`config.mk`:
```
export PLATFORM = sky130hd
export DESIGN_NAME = morse_sequencer_flat
export DESIGN_NICKNAME = d
export VERILOG_FILES = /design/src/rtl/morse_sequencer_if.sv /design/src/rtl/morse_sequencer.sv /design/src/flat_wrapper.sv
export SDC_FILE = /design/constraint.sdc
export NUM_CORES = 1
export LEC_CHECK = 0
export BUFFER_PORTS_ARGS = -buffer_cell sky130_fd_sc_hd__buf_2
export CAP_MARGIN = 20
export CORE_ASPECT_RATIO = 0.7
export CORE_MARGIN = 2
export CORE_UTILIZATION = 56
export DETAILED_ROUTE_END_ITERATION = 12
export GPL_TIMING_DRIVEN = 0
export HOLD_SLACK_MARGIN = 0.02
export MAX_ROUTING_LAYER = met4
export PLACE_DENSITY = 0.77
export SLEW_MARGIN = 10
export SYNTH_ARGS = -nofsm -noshare
export SYNTH_HDL_FRONTEND = slang
export SYNTH_SLANG_ARGS = --single-unit
```
`constraint.sdc`:
```
create_clock -name clock -period 3.48 [get_ports clock]
set_clock_uncertainty 0.15 [all_clocks]
set_input_delay 0.348 -clock clock [delete_from_list [all_inputs] [get_ports clock]]
set_output_delay 0.348 -clock clock [all_outputs]
set_load 0.005 [all_outputs]
```
`src/rtl/morse_sequencer_if.sv`:
```
// Bundles the front-end and datapath signals of the Morse letter sequencer.
// The master side feeds letters and ticks; the slave side is the sequencer itself.
interface morse_sequencer_if;
    logic       tick;
    logic       push;
    logic [2:0] push_code;
    logic       start;
    logic       full;
    logic       empty;
    logic [2:0] sel;
    logic       load_n;
    logic       shift_en;
    logic       busy;
    logic       done;

    modport master (
        output tick, push, push_code, start,
        input  full, empty, sel, load_n, shift_en, busy, done
    );

    modport slave (
        input  tick, push, push_code, start,
        output full, empty, sel, load_n, shift_en, busy, done
    );
endinterface

```
`src/rtl/morse_sequencer.sv`:
```
// Plays a queue of Morse letters: loads each pattern, gates SYMBOL_LEN shifts
// from the rate-divider tick, then holds a GAP_TICKS silent gap.
module morse_sequencer #(
    parameter int DEPTH      = 4,
    parameter int SYMBOL_LEN = 13,
    parameter int GAP_TICKS  = 3
) (
    input  logic             clock,
    input  logic             resetn,
    morse_sequencer_if.slave bus
);
    localparam int AW = $clog2(DEPTH);
    localparam int CW = AW + 1;
    localparam int BW = (SYMBOL_LEN > 1) ? $clog2(SYMBOL_LEN) : 1;
    localparam int GW = (GAP_TICKS > 1) ? $clog2(GAP_TICKS) : 1;
    localparam logic [BW-1:0] BIT_LAST = BW'(SYMBOL_LEN - 1);
    localparam logic [GW-1:0] GAP_LAST = GW'(GAP_TICKS - 1);
    localparam logic [CW-1:0] CNT_FULL = CW'(DEPTH);

    typedef enum logic [1:0] {S_IDLE, S_LOAD, S_SHIFT, S_GAP} state_t;

    state_t          state_reg, state_next;
    logic [2:0]      fifo_mem [DEPTH];
    logic [AW-1:0]   wr_ptr_reg, rd_ptr_reg;
    logic [CW-1:0]   count_reg;
    logic [BW-1:0]   bit_cnt_reg, bit_cnt_next;
    logic [GW-1:0]   gap_cnt_reg, gap_cnt_next;
    logic [2:0]      sel_reg;
    logic            done_reg, done_next;
    logic            full_w, empty_w, push_ok, pop_w;

    assign full_w  = (count_reg == CNT_FULL);
    assign empty_w = (count_reg == '0);
    // A push into a full FIFO is dropped even if a pop frees a slot that cycle.
    assign push_ok = bus.push && !full_w;
    assign pop_w   = (state_reg == S_LOAD);

    always_ff @(posedge clock) begin
        if (push_ok) begin
            fifo_mem[wr_ptr_reg] <= bus.push_code;
        end
    end

    always_ff @(posedge clock or negedge resetn) begin
        if (!resetn) begin
            wr_ptr_reg <= '0;
            rd_ptr_reg <= '0;
            count_reg  <= '0;
        end else begin
            if (push_ok) begin
                wr_ptr_reg <= wr_ptr_reg + 1'b1;
            end
            if (pop_w) begin
                rd_ptr_reg <= rd_ptr_reg + 1'b1;
            end
            case ({push_ok, pop_w})
                2'b10:   count_reg <= count_reg + 1'b1;
                2'b01:   count_reg <= count_reg - 1'b1;
                default: count_reg <= count_reg;
            endcase
        end
    end

    always_ff @(posedge clock or negedge resetn) begin
        if (!resetn) begin
            state_reg   <= S_IDLE;
            bit_cnt_reg <= '0;
            gap_cnt_reg <= '0;
            done_reg    <= 1'b0;
        end else begin
            state_reg   <= state_next;
            bit_cnt_reg <= bit_cnt_next;
            gap_cnt_reg <= gap_cnt_next;
            done_reg    <= done_next;
        end
    end

    // LOAD only ever lasts one cycle, so entering it is simply state_next == LOAD.
    always_ff @(posedge clock or negedge resetn) begin
        if (!resetn) begin
            sel_reg <= 3'd0;
        end else if (state_next == S_LOAD) begin
            sel_reg <= fifo_mem[rd_ptr_reg];
        end
    end

    always_comb begin
        state_next   = state_reg;
        bit_cnt_next = bit_cnt_reg;
        gap_cnt_next = gap_cnt_reg;
        done_next    = 1'b0;
        case (state_reg)
            S_IDLE: begin
                if (bus.start && !empty_w) begin
                    state_next = S_LOAD;
                end
            end
            S_LOAD: begin
                state_next   = S_SHIFT;
                bit_cnt_next = '0;
            end
            S_SHIFT: begin
                if (bus.tick) begin
                    if (bit_cnt_reg == BIT_LAST) begin
                        state_next   = S_GAP;
                        gap_cnt_next = '0;
                    end else begin
                        bit_cnt_next = bit_cnt_reg + 1'b1;
                    end
                end
            end
            S_GAP: begin
                if (bus.tick) begin
                    if (gap_cnt_reg == GAP_LAST) begin
                        if (!empty_w) begin
                            state_next = S_LOAD;
                        end else begin
                            state_next = S_IDLE;
                            done_next  = 1'b1;
                        end
                    end else begin
                        gap_cnt_next = gap_cnt_reg + 1'b1;
                    end
                end
            end
            default: state_next = S_IDLE;
        endcase
    end

    assign bus.full     = full_w;
    assign bus.empty    = empty_w;
    assign bus.sel      = sel_reg;
    assign bus.load_n   = (state_reg != S_LOAD);
    assign bus.shift_en = (state_reg == S_SHIFT) && bus.tick;
    assign bus.busy     = (state_reg != S_IDLE);
    assign bus.done     = done_reg;
endmodule
```
`src/flat_wrapper.sv`:
```
// flat-port wrapper written by rule: the top's interface ports become plain ports
module morse_sequencer_flat 
#(
    parameter int DEPTH      = 4,
    parameter int SYMBOL_LEN = 13,
    parameter int GAP_TICKS  = 3
)
  (clock, resetn, bus_tick, bus_push, bus_push_code, bus_start, bus_full, bus_empty, bus_sel, bus_load_n, bus_shift_en, bus_busy, bus_done);
  morse_sequencer_if bus_i ();
  input  logic clock;
  input  logic resetn;
  input wire logic [$bits(bus_i.tick)-1:0] bus_tick;
  input wire logic [$bits(bus_i.push)-1:0] bus_push;
  input wire logic [$bits(bus_i.push_code)-1:0] bus_push_code;
  input wire logic [$bits(bus_i.start)-1:0] bus_start;
  output wire logic [$bits(bus_i.full)-1:0] bus_full;
  output wire logic [$bits(bus_i.empty)-1:0] bus_empty;
  output wire logic [$bits(bus_i.sel)-1:0] bus_sel;
  output wire logic [$bits(bus_i.load_n)-1:0] bus_load_n;
  output wire logic [$bits(bus_i.shift_en)-1:0] bus_shift_en;
  output wire logic [$bits(bus_i.busy)-1:0] bus_busy;
  output wire logic [$bits(bus_i.done)-1:0] bus_done;
  assign bus_i.tick = bus_tick;
  assign bus_i.push = bus_push;
  assign bus_i.push_code = bus_push_code;
  assign bus_i.start = bus_start;
  assign bus_full = bus_i.full;
  assign bus_empty = bus_i.empty;
  assign bus_sel = bus_i.sel;
  assign bus_load_n = bus_i.load_n;
  assign bus_shift_en = bus_i.shift_en;
  assign bus_busy = bus_i.busy;
  assign bus_done = bus_i.done;
  morse_sequencer #(.DEPTH(DEPTH), .SYMBOL_LEN(SYMBOL_LEN), .GAP_TICKS(GAP_TICKS)) u_core (.clock(clock), .resetn(resetn), .bus(bus_i));
endmodule
```
==> Word level (Yosys, flattened, before mapping) <==
Memory sizes are Yosys's and may differ from the RTL's. A register that Yosys moved wholly into a read port is not among the register bits.
Cells that the tools add are included.
{ "word_totals": {"reg_bits": 16, "ram_bits": 12, "mem_count": 1} }
{ "op_classes": {"n_addsub": 6, "n_eq_ne": 15, "mux": 22, "reduce_logical": 14} }
{ "memory_table": {"columns": ["name", "words", "width", "rd", "rd_clocked_by_memory_dff", "wr", "line_no", "rtl"], "rows": [
  ["u_core.fifo_mem", 4, 3, 1, 1, 1, "morse_sequencer.sv:23", "logic [2:0] fifo_mem [DEPTH];"]
]} }
{ "op_table": {"columns": ["operator", "count"], "rows": [
  ["two-way mux 2 bit", 9],
  ["== test 2 bit (second input constant)", 4],
  ["two-way mux 4 bit", 2],
  ["inequality test 2 bit (second input constant)", 4],
  ["case mux 2 bit (4 select lines)", 1],
  ["case mux 4 bit (2 select lines)", 1],
  ["nonzero test 2 bit", 4],
  ["two-way mux 1 bit", 7],
  ["adder 2 x 1 -> 2 bit (second input constant)", 3],
  ["== test 2 x 1 -> 1 bit (second input constant)", 3],
  ["case mux 3 bit (2 select lines)", 1],
  ["AND reduction 5 bit", 1],
  ["adder 4 x 1 -> 4 bit (second input constant)", 1],
  ["== test 4 bit (second input constant)", 1],
  ["inequality test 2 x 1 -> 1 bit (second input constant)", 2],
  ["case mux 2 bit (2 select lines)", 1],
  ["adder 3 x 1 -> 3 bit (second input constant)", 1],
  ["== test 3 bit (second input constant)", 1],
  ["logical AND 1 bit", 3],
  ["zero test 1 bit", 3],
  ["zero test 3 bit", 1],
  ["AND reduction 3 bit", 1],
  ["subtractor 3 x 1 -> 3 bit (second input constant)", 1],
  ["zero test 2 bit", 1]
]} }

==> Logic depth before layout (Yosys ltp) <==
Gate-level depths: netlist of run 1.
{ "logic_depth": {"depth_word": 6, "depth_mapped": 10, "depth_no_buf": 10} }

==> Worst setup path after synthesis of run 1 <==
OpenSTA, ideal clock, no wires.
{ "synth_path": {"kind": "register to register", "start": "register u_core.count_reg[0]", "end": "register u_core.count_reg[2]", "arrival_ns": 1.827, "t_required_ns": 3.251, "slack_ns": 1.424, "path_stages_with_launch": 11, "path_cell_list": "dfrtp_1 > inv_1 > and3_1 > nor2b_1 > inv_1 > ha_1 > inv_1 > fa_1 > xor2_1 > nor2_1 > xor2_1"} }
{ "synth_via": {"elab_chain_cells": 5, "elab_cells_between_ends": 9} }
{ "synth_lines": {"columns": ["item", "line_no", "rtl"], "rows": [
  ["from (decl)", "morse_sequencer.sv:25", "logic [CW-1:0] count_reg;"],
  ["from (signal assigned)", "morse_sequencer.sv:57", "2'b10: count_reg <= count_reg + 1'b1;"],
  ["from (signal assigned)", "morse_sequencer.sv:58", "2'b01: count_reg <= count_reg - 1'b1;"],
  ["from (signal assigned)", "morse_sequencer.sv:59", "default: count_reg <= count_reg;"],
  ["== test 3 bit (*)", "morse_sequencer.sv:32", "assign full_w = (count_reg == CNT_FULL);"],
  ["net bus_full", "flat_wrapper.sv:16", "output wire logic [$bits(bus_i.full)-1:0] bus_full;"],
  ["zero test 1 bit (*)", "morse_sequencer.sv:35", "assign push_ok = bus.push && !full_w;"],
  ["logical AND 1 bit (*)", "morse_sequencer.sv:35", null],
  ["== test 2 x 1 -> 1 bit or == test 2 bit (tied branches)", "morse_sequencer.sv:56", "case ({push_ok, pop_w})"],
  ["case mux 3 bit (2 select lines) or nonzero test 2 bit (tied branches)", null, null]
]} }
The timed path passes the listed nets; every way through them passes the cells marked *.
A chain may end at the register's enable or synchronous reset.

==> Worst setup path in the final report of run 1 <==
{ "layout_path": {"start": "register u_core.count_reg[0]", "end": "register u_core.count_reg[2]"} }
{ "layout_via": {"elab_chain_cells": 5, "elab_cells_between_ends": 9} }
{ "layout_lines": {"columns": ["item", "line_no"], "rows": [
  ["== test 3 bit", "morse_sequencer.sv:32"],
  ["zero test 1 bit", "morse_sequencer.sv:35"],
  ["logical AND 1 bit", "morse_sequencer.sv:35"],
  ["== test 2 x 1 -> 1 bit or == test 2 bit (tied branches)", "morse_sequencer.sv:56"],
  ["case mux 3 bit (2 select lines) or nonzero test 2 bit (tied branches)", null]
]} }
Several ways; a longest one is shown, not always the timed one.

==> impl_metrics.yaml, run 1 <==
status:
  status: "completed"
worst_setup_path:
  required_ns: 3.49
  endpoint_kind: "register"
  cp-start-kind: "register"
  worstSetupPathType: "register to register"
  path_max_fanout: 7
  arrival_ns: 2.25
yosys:
  async_flop_share: 0.613
  synthTopCellsByCount: "dfrtp_1 (19), edfxtp_1 (12), inv_1 (12)"
  synth_warnings: 0
  syn-mean-instance-area_um2: 12.9
  yosysSeqAreaShare: 0.569
  synth_area_leaders: "dfrtp_1 (32%), edfxtp_1 (25%), ha_1 (6.8%)"
  synth_most_common_cell: "dfrtp_1"
  synth.distinct_cells: 31
  syn-num-nets: 131
  synth_cells: 114
  synth_edf_count: 12
  synth_top_area_frac: 0.323
  yosysTopAreaCell: "dfrtp_1"
  ys_ff_latch: 31
  synthFlopType: "dfrtp_1"
  synth_area_um2: 1470
min_path:
  hp-class: "primary input to register"
routing:
  ant_nets: 0
  avgViaCountPerCell: 5.29
  vias: 915
  drc: 0
  routed_wl_um: 2420
  drt-initial-drc-count: 63
  firstDrtPassIters: 5
  wl_per_cell_um: 14.0
floorplan:
  initial_core_util: 0.593
  die_width_um: 65.2
  rows: 15
  coreArea_um2: 2480
  die-height_um: 46.9
  die-area_um2: 3060
  ios: 17
global_routing:
  grt_pass1_vias: 842
  globalRouteOverflowTotal: 0
  antenna_found_initial: 0
  track_usage: 0.188
  grt_pass1_wl_um: 3840
  grt_max_degree: 20
power_and_ir_drop:
  ir_drop_mv: 0.389
  power.leakage_nw: 0.778
  p_per_area_nw_per_um2: 823
  power_w: 0.00139
finish:
  fill_cells: 187
  final-seq-area_um2: 836
  antennaDiodeCount: 0
  largest_register_ffs: 12
  syn2layout_area_growth_pct: 15.1
  nNetsFinal: 155
  multi_input_area_um2: 567
  drive_gt1_frac: 0.223
clock_tree:
  cts_tree: "yes"
  cts.path.max_buffers: 2
  cts-buffers-inserted: 5
  clkTransAtPathRegs_ns: 0.06
  ctsResizeCount: 0
  htreeDepth: 2
  postCtsSetupRepairBufs: 0
  cts.sinks: 31
  insertion_delay_ns: 0.28
  hold_buffers: 1
  clk_root_buffer_cell: "clkbuf_8"
timing:
  worst_pin_slew_ns: 0.471
  fin_setup_tns_ns: 0
  slew_headroom: 0.685
  hold_viol_final: 0
  finalCritPeriodShare: 0.646
  finalCriticalPeriod_ns: 2.25
  setup_viol: 0
  rsz0062_at_grt: "no"
  drv_slew: 0
  fmax_mhz: 445
run:
  cap_violations: 0
placed_design:
  place.gp.congestion: 0.834
  hpwl_um: 1820
  io_buffers: 16
==> layout make-up <==
| class | instances | area share |
|---|---|---|
| Buffer | 3 | 0.0133 |
| Multi-Input combinational cell | 68 | 0.335 |
| Sequential cell | 31 | 0.494 |
| Inverter | 12 | 0.0266 |
| Clock inverter | 1 | 0.00222 |
| Timing Repair Buffer | 17 | 0.0532 |
| Tap cell | 34 | 0.0251 |
| Clock buffer | 7 | 0.0510 |
==> cells by family (layout without fill, tap and decap cells) <==
family | Yosys count | count (layout) | synth area share
adder cells (fa/ha/maj) | 9 | 9 | 0.0817
AND/OR/NAND/NOR | 33 | 33 | 0.118
flip-flops | 31 | 31 | 0.569
multiplexers | 7 | 7 | 0.0766
XOR/XNOR | 8 | 8 | 0.0477
AO/OA/AOI/OAI | 11 | 11 | 0.0613
buffers and inverters | 15 | 40 | 0.0460
==> power breakdown <==
group	internal [W]	switching (W)	total, W
clock network	0.000158	0.000120	0.000278
registers	0.000517	0.0000923	0.000609
logic	0.000253	0.000253	0.000507
==> path summary, 6_finish.rpt <==
path	startpoint	cells after the start	slack, ns	to
setup / recovery	u_core.count_reg[0]$_DFFE_PN0P_	10	1.23	u_core.count_reg[2]$_DFFE_PN0P_
min in group asynchronous	resetn	2	0.39	u_core.gap_cnt_reg[1]$_DFFE_PN0P_
hold / removal	bus_push_code[2]	1	0.14	u_core.fifo_mem[0][2]$_DFFE_PP_
setup reg to reg	u_core.count_reg[0]$_DFFE_PN0P_	10	1.23	u_core.count_reg[2]$_DFFE_PN0P_
max in group asynchronous	resetn	2	2.48	u_core.wr_ptr_reg[1]$_DFFE_PN0P_
hold reg to reg	u_core.bus.sel[1]$_DFFE_PN0N_	1	0.33	u_core.bus.sel[1]$_DFFE_PN0N_
==> metrics by stage <==
| step | cells | hold slack (ns) | util | cell area (um2) | worst slack, ns |
|---|---|---|---|---|---|
| 3_5_place_dp | 164 | 0.166 | 0.643 | 1590 | 1.21 |
| 6_report | 173 | 0.142 | 0.683 | 1690 | 1.23 |
| 3_3_place_gp | 164 | 0.153 | 0.643 | 1590 | 1.33 |
| 4_1_cts | 173 | 0.136 | 0.683 | 1690 | 1.21 |
| 5_1_grt | 173 | 0.142 | 0.683 | 1690 | 1.03 |
| 2_1_floorplan | 114 | -0.0976 | - | 1470 | 1.42 |
==> per-layer routing <==
layer | vias to the layer above | wire length (um) | track usage
li1 | 439 | - | -
met5 | - | 0 | -
met2 | 24 | 1200 | 0.300
met3 | 5 | 121 | 0.0576
met4 | 0 | 32 | 0.100
met1 | 447 | 1070 | 0.220
==> worst max-delay path, stage by stage (launching register included) <==
cell	delay, ns
dfrtp_1	0.37
inv_1	0.08
and3_1	0.18
nor2b_1	0.39
inv_1	0.09
ha_1	0.23
inv_1	0.09
fa_1	0.20
xor2_1	0.15
nor2_1	0.06
xor2_1	0.14
==> layout by cell type, fill, tap and decap left out, types with 2 or more instances in the layout <==
| cell | synthesis | routed |
|---|---|---|
| dfrtp_1 | 19 | 19 |
| buf_2 | 0 | 16 |
| inv_1 | 12 | 12 |
| edfxtp_1 | 12 | 12 |
| nand2_1 | 8 | 8 |
| ha_1 | 8 | 8 |
| nand3_1 | 6 | 6 |
| clkbuf_8 | 0 | 6 |
| and2_1 | 5 | 5 |
| nor2_1 | 4 | 4 |
| xor2_1 | 4 | 4 |
| xnor2_1 | 4 | 4 |
| and3_1 | 3 | 3 |
| o21ai_0 | 3 | 3 |
| mux4_2 | 3 | 3 |
| mux2_1 | 3 | 3 |
| a31oi_1 | 2 | 2 |
| nor3_1 | 2 | 2 |
| a22o_1 | 2 | 2 |
No activity file was read; power rests on OpenSTA's default activity.
==> run 2, diff against run 1 <==
==> constraint.sdc (replaced) <==
create_clock -name clock -period 2.3 [get_ports clock]
set_clock_uncertainty 0.15 [all_clocks]
set_input_delay 0.23 -clock clock [delete_from_list [all_inputs] [get_ports clock]]
set_output_delay 0.23 -clock clock [all_outputs]
set_load 0.005 [all_outputs]
==> run 2 against run 1 <==
Against the previous run: non-clock buffer count rose by 1; cell area rose by 1.2%; power rose by 52%; final cell count rose by 0.58%; maximum frequency rose by 3.7%; largest cell class unchanged.
==> impl_metrics.yaml, run 2 (synthesized netlist as in run 1, its figures left out) <==
clock_tree:
  clkTransAtPathRegs_ns: 0.07
  cts_tree: "yes"
  clk_root_buffer_cell: "clkbuf_8"
  cts-buffers-inserted: 5
  cts.path.max_buffers: 2
  postCtsSetupRepairBufs: 0
  htreeDepth: 2
  insertion_delay_ns: 0.28
  cts.sinks: 31
routing:
  drc: 0
  ant_nets: 0
  vias: 915
  drt-initial-drc-count: 56
  avgViaCountPerCell: 5.26
  routed_wl_um: 2440
  wl_per_cell_um: 14.0
  firstDrtPassIters: 4
worst_setup_path:
  path_max_fanout: 6
  required_ns: 2.35
  arrival_ns: 2.21
  r2r-start: "u_core.state_reg[1]$_DFF_PN0_"
  reg2reg_depth: 8
  endpoint_kind: "register"
  cp-start-kind: "register"
  worstSetupPathType: "register to register"
  r2r_end: "u_core.count_reg[2]$_DFFE_PN0P_"
  r2r_setup_slack_ns: 0.13
min_path:
  hold_start: "bus_push_code[0]"
  hold_depth: 1
  hold_end: "u_core.fifo_mem[1][0]$_DFFE_PP_"
  hp-class: "primary input to register"
timing:
  worst_pin_slew_ns: 0.436
  drv_slew: 0
  fmax_mhz: 462
  hold_viol_final: 0
  setup_viol: 0
  rsz0062_at_grt: "no"
  slew_headroom: 0.709
  finalCriticalPeriod_ns: 2.17
  fin_setup_tns_ns: 0
  finalCritPeriodShare: 0.942
finish:
  drive_gt1_frac: 0.257
  antennaDiodeCount: 0
  most-common-layout-cells: "dfrtp_1 (19), buf_2 (16), edfxtp_1 (12)"
  final_common_cell: "dfrtp_1"
  nNetsFinal: 156
  syn2layout_area_growth_pct: 16.5
  postLayoutCoreUtil: 0.691
  largest_register_ffs: 12
floorplan:
  die_width_um: 65.2
  rows: 15
  ios: 17
  die-height_um: 46.9
  coreArea_um2: 2480
  initial_core_util: 0.593
  die-area_um2: 3060
placed_design:
  place.gp.congestion: 0.834
  io_buffers: 16
  hpwl_um: 1820
global_routing:
  grt_pass1_vias: 851
  antenna_found_initial: 0
  grt_max_degree: 20
  track_usage: 0.190
  globalRouteOverflowTotal: 0
  grt_pass1_wl_um: 3890
run:
  cap_violations: 0
power_and_ir_drop:
  ir_drop_mv: 0.595
  p_per_area_nw_per_um2: 1240
  power.leakage_nw: 0.777
status:
  status: "completed"
-- run 2: how the worst max path moves through the flow --
| stage | slack, ns | end | from | cells after the start |
|---|---|---|---|---|
| after global routing | 0.003 | u_core.count_reg[2]$_DFFE_PN0P_ | u_core.count_reg[1]$_DFFE_PN0P_ | 10 |
| after detailed placement | 0.03 | u_core.count_reg[2]$_DFFE_PN0P_ | u_core.count_reg[0]$_DFFE_PN0P_ | 10 |
| after global placement | 0.15 | u_core.count_reg[2]$_DFFE_PN0P_ | u_core.count_reg[0]$_DFFE_PN0P_ | 10 |
| after CTS | 0.03 | u_core.count_reg[2]$_DFFE_PN0P_ | u_core.count_reg[0]$_DFFE_PN0P_ | 10 |
| after floorplan | 0.24 | u_core.count_reg[2]$_DFFE_PN0P_ | u_core.count_reg[0]$_DFFE_PN0P_ | 10 |
| final | 0.13 | u_core.count_reg[2]$_DFFE_PN0P_ | u_core.state_reg[1]$_DFF_PN0_ | 8 |
-- run 2: timing repair --
| action | in CTS | in global routing |
|---|---|---|
| endpoints found under the setup margin | 0 | 2 |
| hold buffers | 2 | 0 |
| endpoints found under the hold margin | 23 | 0 |
| resized for setup | 0 | 5 |
-- run 2: metal layers --
layer	global-route usage	vias up	part of all wire
li1	-	440	-
met1	0.224	449	0.43
met2	0.304	21	0.50
met3	0.0576	5	0.048
met4	0.100	0	0.016
met5	-	-	0
-- run 2: area by class of cell --
cell class / instances / area (um2)
sequential: 31 / 836
fill: 186 / 764
multi-input combinational: 68 / 577
timing repair buffer: 18 / 100
clock buffer: 7 / 86.3
inverter: 12 / 45.0
tap: 34 / 42.5
buffer: 3 / 22.5
clock inverter: 1 / 3.75
-- run 2: per-stage QoR --
step	worst slack, ns	total power, W	hold WS (ns)	cells	instance area [um2]
after floorplan	0.244	0.00148	-0.216	114	1470
after global placement	0.153	0.00164	0.0350	164	1590
after detailed placement	0.0336	0.00170	0.0475	164	1590
after CTS	0.0257	0.00214	0.0212	174	1700
after global routing	0.00316	0.00228	0.0270	174	1710
final	0.133	0.00213	0.0309	174	1710
-- run 2: report_power, final --
| part | switching [W] | internal [W] | total (W) |
|---|---|---|---|
| Clock | 0.000181 | 0.000239 | 0.000420 |
| Combinational | 0.000387 | 0.000395 | 0.000782 |
| Sequential | 0.000141 | 0.000782 | 0.000923 |
-- run 2: worst max-delay path, cell delays in order, from the launching register on --
cell and delay [ns]:
dfrtp_1 0.42, nand2b_1 0.26, inv_2 0.13, ha_2 0.20
inv_1 0.06, fa_1 0.44, xor2_1 0.15, nor2_1 0.12
xor2_1 0.16
==> run 3, diff against run 2 <==
--- a/config.mk
+++ b/config.mk
@@ -8,13 +8,12 @@
 export BUFFER_PORTS_ARGS = -buffer_cell sky130_fd_sc_hd__buf_2
 export CAP_MARGIN = 20
 export CORE_ASPECT_RATIO = 0.7
-export CORE_MARGIN = 2
-export CORE_UTILIZATION = 56
+export CORE_MARGIN = 3
+export CORE_UTILIZATION = 30
 export DETAILED_ROUTE_END_ITERATION = 12
 export GPL_TIMING_DRIVEN = 0
 export HOLD_SLACK_MARGIN = 0.02
 export MAX_ROUTING_LAYER = met4
-export PLACE_DENSITY = 0.77
 export SLEW_MARGIN = 10
 export SYNTH_ARGS = -nofsm -noshare
 export SYNTH_HDL_FRONTEND = slang
==> run 3 against run 2 <==
Against the previous run: sequential share of layout area shrank 1.2 points; worst hold slack gained 0.13 ns; routed wire length increased by 8.9%; clock-buffer cell count up 1; critical path depth unchanged; first-iteration DRC count grew 45%.
==> impl_metrics.yaml, run 3 (synthesized netlist as in run 1, its figures left out) <==
placed_design:
  dp_cells: 196
  place.gp.congestion: 0.837
  io_buffers: 16
  hpwl_um: 1990
  preCtsSetupSlack_ns: 0.0908
finish:
  fin_cells: 208
  postLayoutCoreUtil: 0.388
  antennaDiodeCount: 0
  final-seq-area_um2: 836
  largest_register_ffs: 12
  syn2layout_area_growth_pct: 19.4
  fill_cells: 440
  multi_input_area_um2: 569
  nNetsFinal: 158
  final_common_cell: "dfrtp_1"
  drive_gt1_frac: 0.218
  most-common-layout-cells: "dfrtp_1 (19), buf_2 (16), inv_1 (12), edfxtp_1 (12)"
floorplan:
  initial_core_util: 0.325
  die-area_um2: 5790
  rows: 20
  die_width_um: 89.7
  ios: 17
  die-height_um: 64.6
  coreArea_um2: 4530
routing:
  ant_nets: 0
  wl_per_cell_um: 12.8
  firstDrtPassIters: 4
  routed_wl_um: 2660
  drt-initial-drc-count: 81
  vias: 930
  avgViaCountPerCell: 4.47
  drc: 0
clock_tree:
  htreeDepth: 2
  cts.sinks: 31
  insertion_delay_ns: 0.28
  cts-buffers-inserted: 5
  postCtsSetupRepairBufs: 0
  cts.path.max_buffers: 2
  cts_tree: "yes"
  clk_root_buffer_cell: "clkbuf_8"
  clkTransAtPathRegs_ns: 0.06
timing:
  fin_ws_ns: 0.0709
  rsz0062_at_grt: "no"
  worst_pin_slew_ns: 0.443
  fin_setup_tns_ns: 0
  timing.hold.ws_ns: 0.160
  drv_slew: 0
  setup_viol: 0
  finalCritPeriodShare: 0.969
  fmax_mhz: 449
  hold_viol_final: 0
  slew_headroom: 0.705
  finalCriticalPeriod_ns: 2.23
worst_setup_path:
  reg2reg_depth: 8
  arrival_ns: 2.28
  path_max_fanout: 6
  r2r_setup_slack_ns: 0.07
  startpoint: "u_core.state_reg[1]$_DFF_PN0_"
  cp-start-kind: "register"
  worstSetupPathType: "register to register"
  endpoint_kind: "register"
  r2r_end: "u_core.count_reg[2]$_DFFE_PN0P_"
  r2r-start: "u_core.state_reg[1]$_DFF_PN0_"
  required_ns: 2.35
  endpoint: "u_core.count_reg[2]$_DFFE_PN0P_"
status:
  status: "completed"
power_and_ir_drop:
  ir_drop_mv: 0.412
  seqPwrFrac: 0.440
  switching_share: 0.344
  p_switching_w: 0.000725
  p_clk_frac: 0.190
  p_per_area_nw_per_um2: 1200
  combPwrFrac: 0.370
  internal_power_w: 0.00138
  power.leakage_nw: 0.785
min_path:
  hp-class: "primary input to register"
  hold_start: "bus_tick"
global_routing:
  grt_max_degree: 20
  grt_pass1_wl_um: 4280
  grt_pass1_vias: 889
  globalRouteOverflowTotal: 0
  track_usage: 0.102
  antenna_found_initial: 0
run:
  cap_violations: 0
-- run 3: critical path: stages (launching register included) --
cell and delay, ns:
dfrtp_1 0.42, nand2b_1 0.27, inv_1 0.18, ha_1 0.22, inv_1 0.07, fa_1 0.43
xor2_1 0.15, nor2_1 0.11, xor2_1 0.16
-- run 3: power by group through the flow --
stage          clock, W  sequential (W)  combinational, W
2_1_floorplan         0        0.000899          0.000583
3_3_place_gp          0        0.000916          0.000735
3_5_place_dp          0        0.000935          0.000780
4_1_cts        0.000412        0.000927          0.000787
5_1_grt        0.000448        0.000946          0.000882
6_report       0.000400        0.000929          0.000780
-- run 3: worst min path at each step --
stage | to | cells after the start
6_report | u_core.bus.done$_DFF_PN0_ | 3
2_1_floorplan | u_core.bit_cnt_reg[0]$_DFFE_PN0P_ | 0
4_1_cts | u_core.fifo_mem[1][2]$_DFFE_PP_ | 1
5_1_grt | u_core.bus.done$_DFF_PN0_ | 3
3_5_place_dp | u_core.gap_cnt_reg[0]$_DFFE_PN0P_ | 1
3_3_place_gp | u_core.gap_cnt_reg[0]$_DFFE_PN0P_ | 1
-- run 3: metal layers --
metal,global-route usage,share of wire,up-vias
li1,-,-,445
met1,0.135,0.46,447
met2,0.143,0.45,33
met3,0.0381,0.075,5
met4,0.0335,0.014,0
met5,-,0,-
-- run 3: stage by stage --
stage	power [W]	area, um2
after floorplan	0.00148	1470
after global placement	0.00165	1630
after detailed placement	0.00172	1630
after CTS	0.00213	1740
after global routing	0.00228	1760
final	0.00211	1760
-- run 3: repair_timing --
action	CTS	global route
hold endpoints to repair	24	3
setup endpoints to repair	0	2
resized for setup	0	1
hold buffers	3	1
-- run 3: cell type report --
type	instances	share of cell area
clock buffers	8	0.0456
well taps	66	0.0470
flip-flops and latches	31	0.476
multi-input cells	68	0.324
plain buffers	3	0.0128
inverters	12	0.0257
repair buffers	20	0.0684
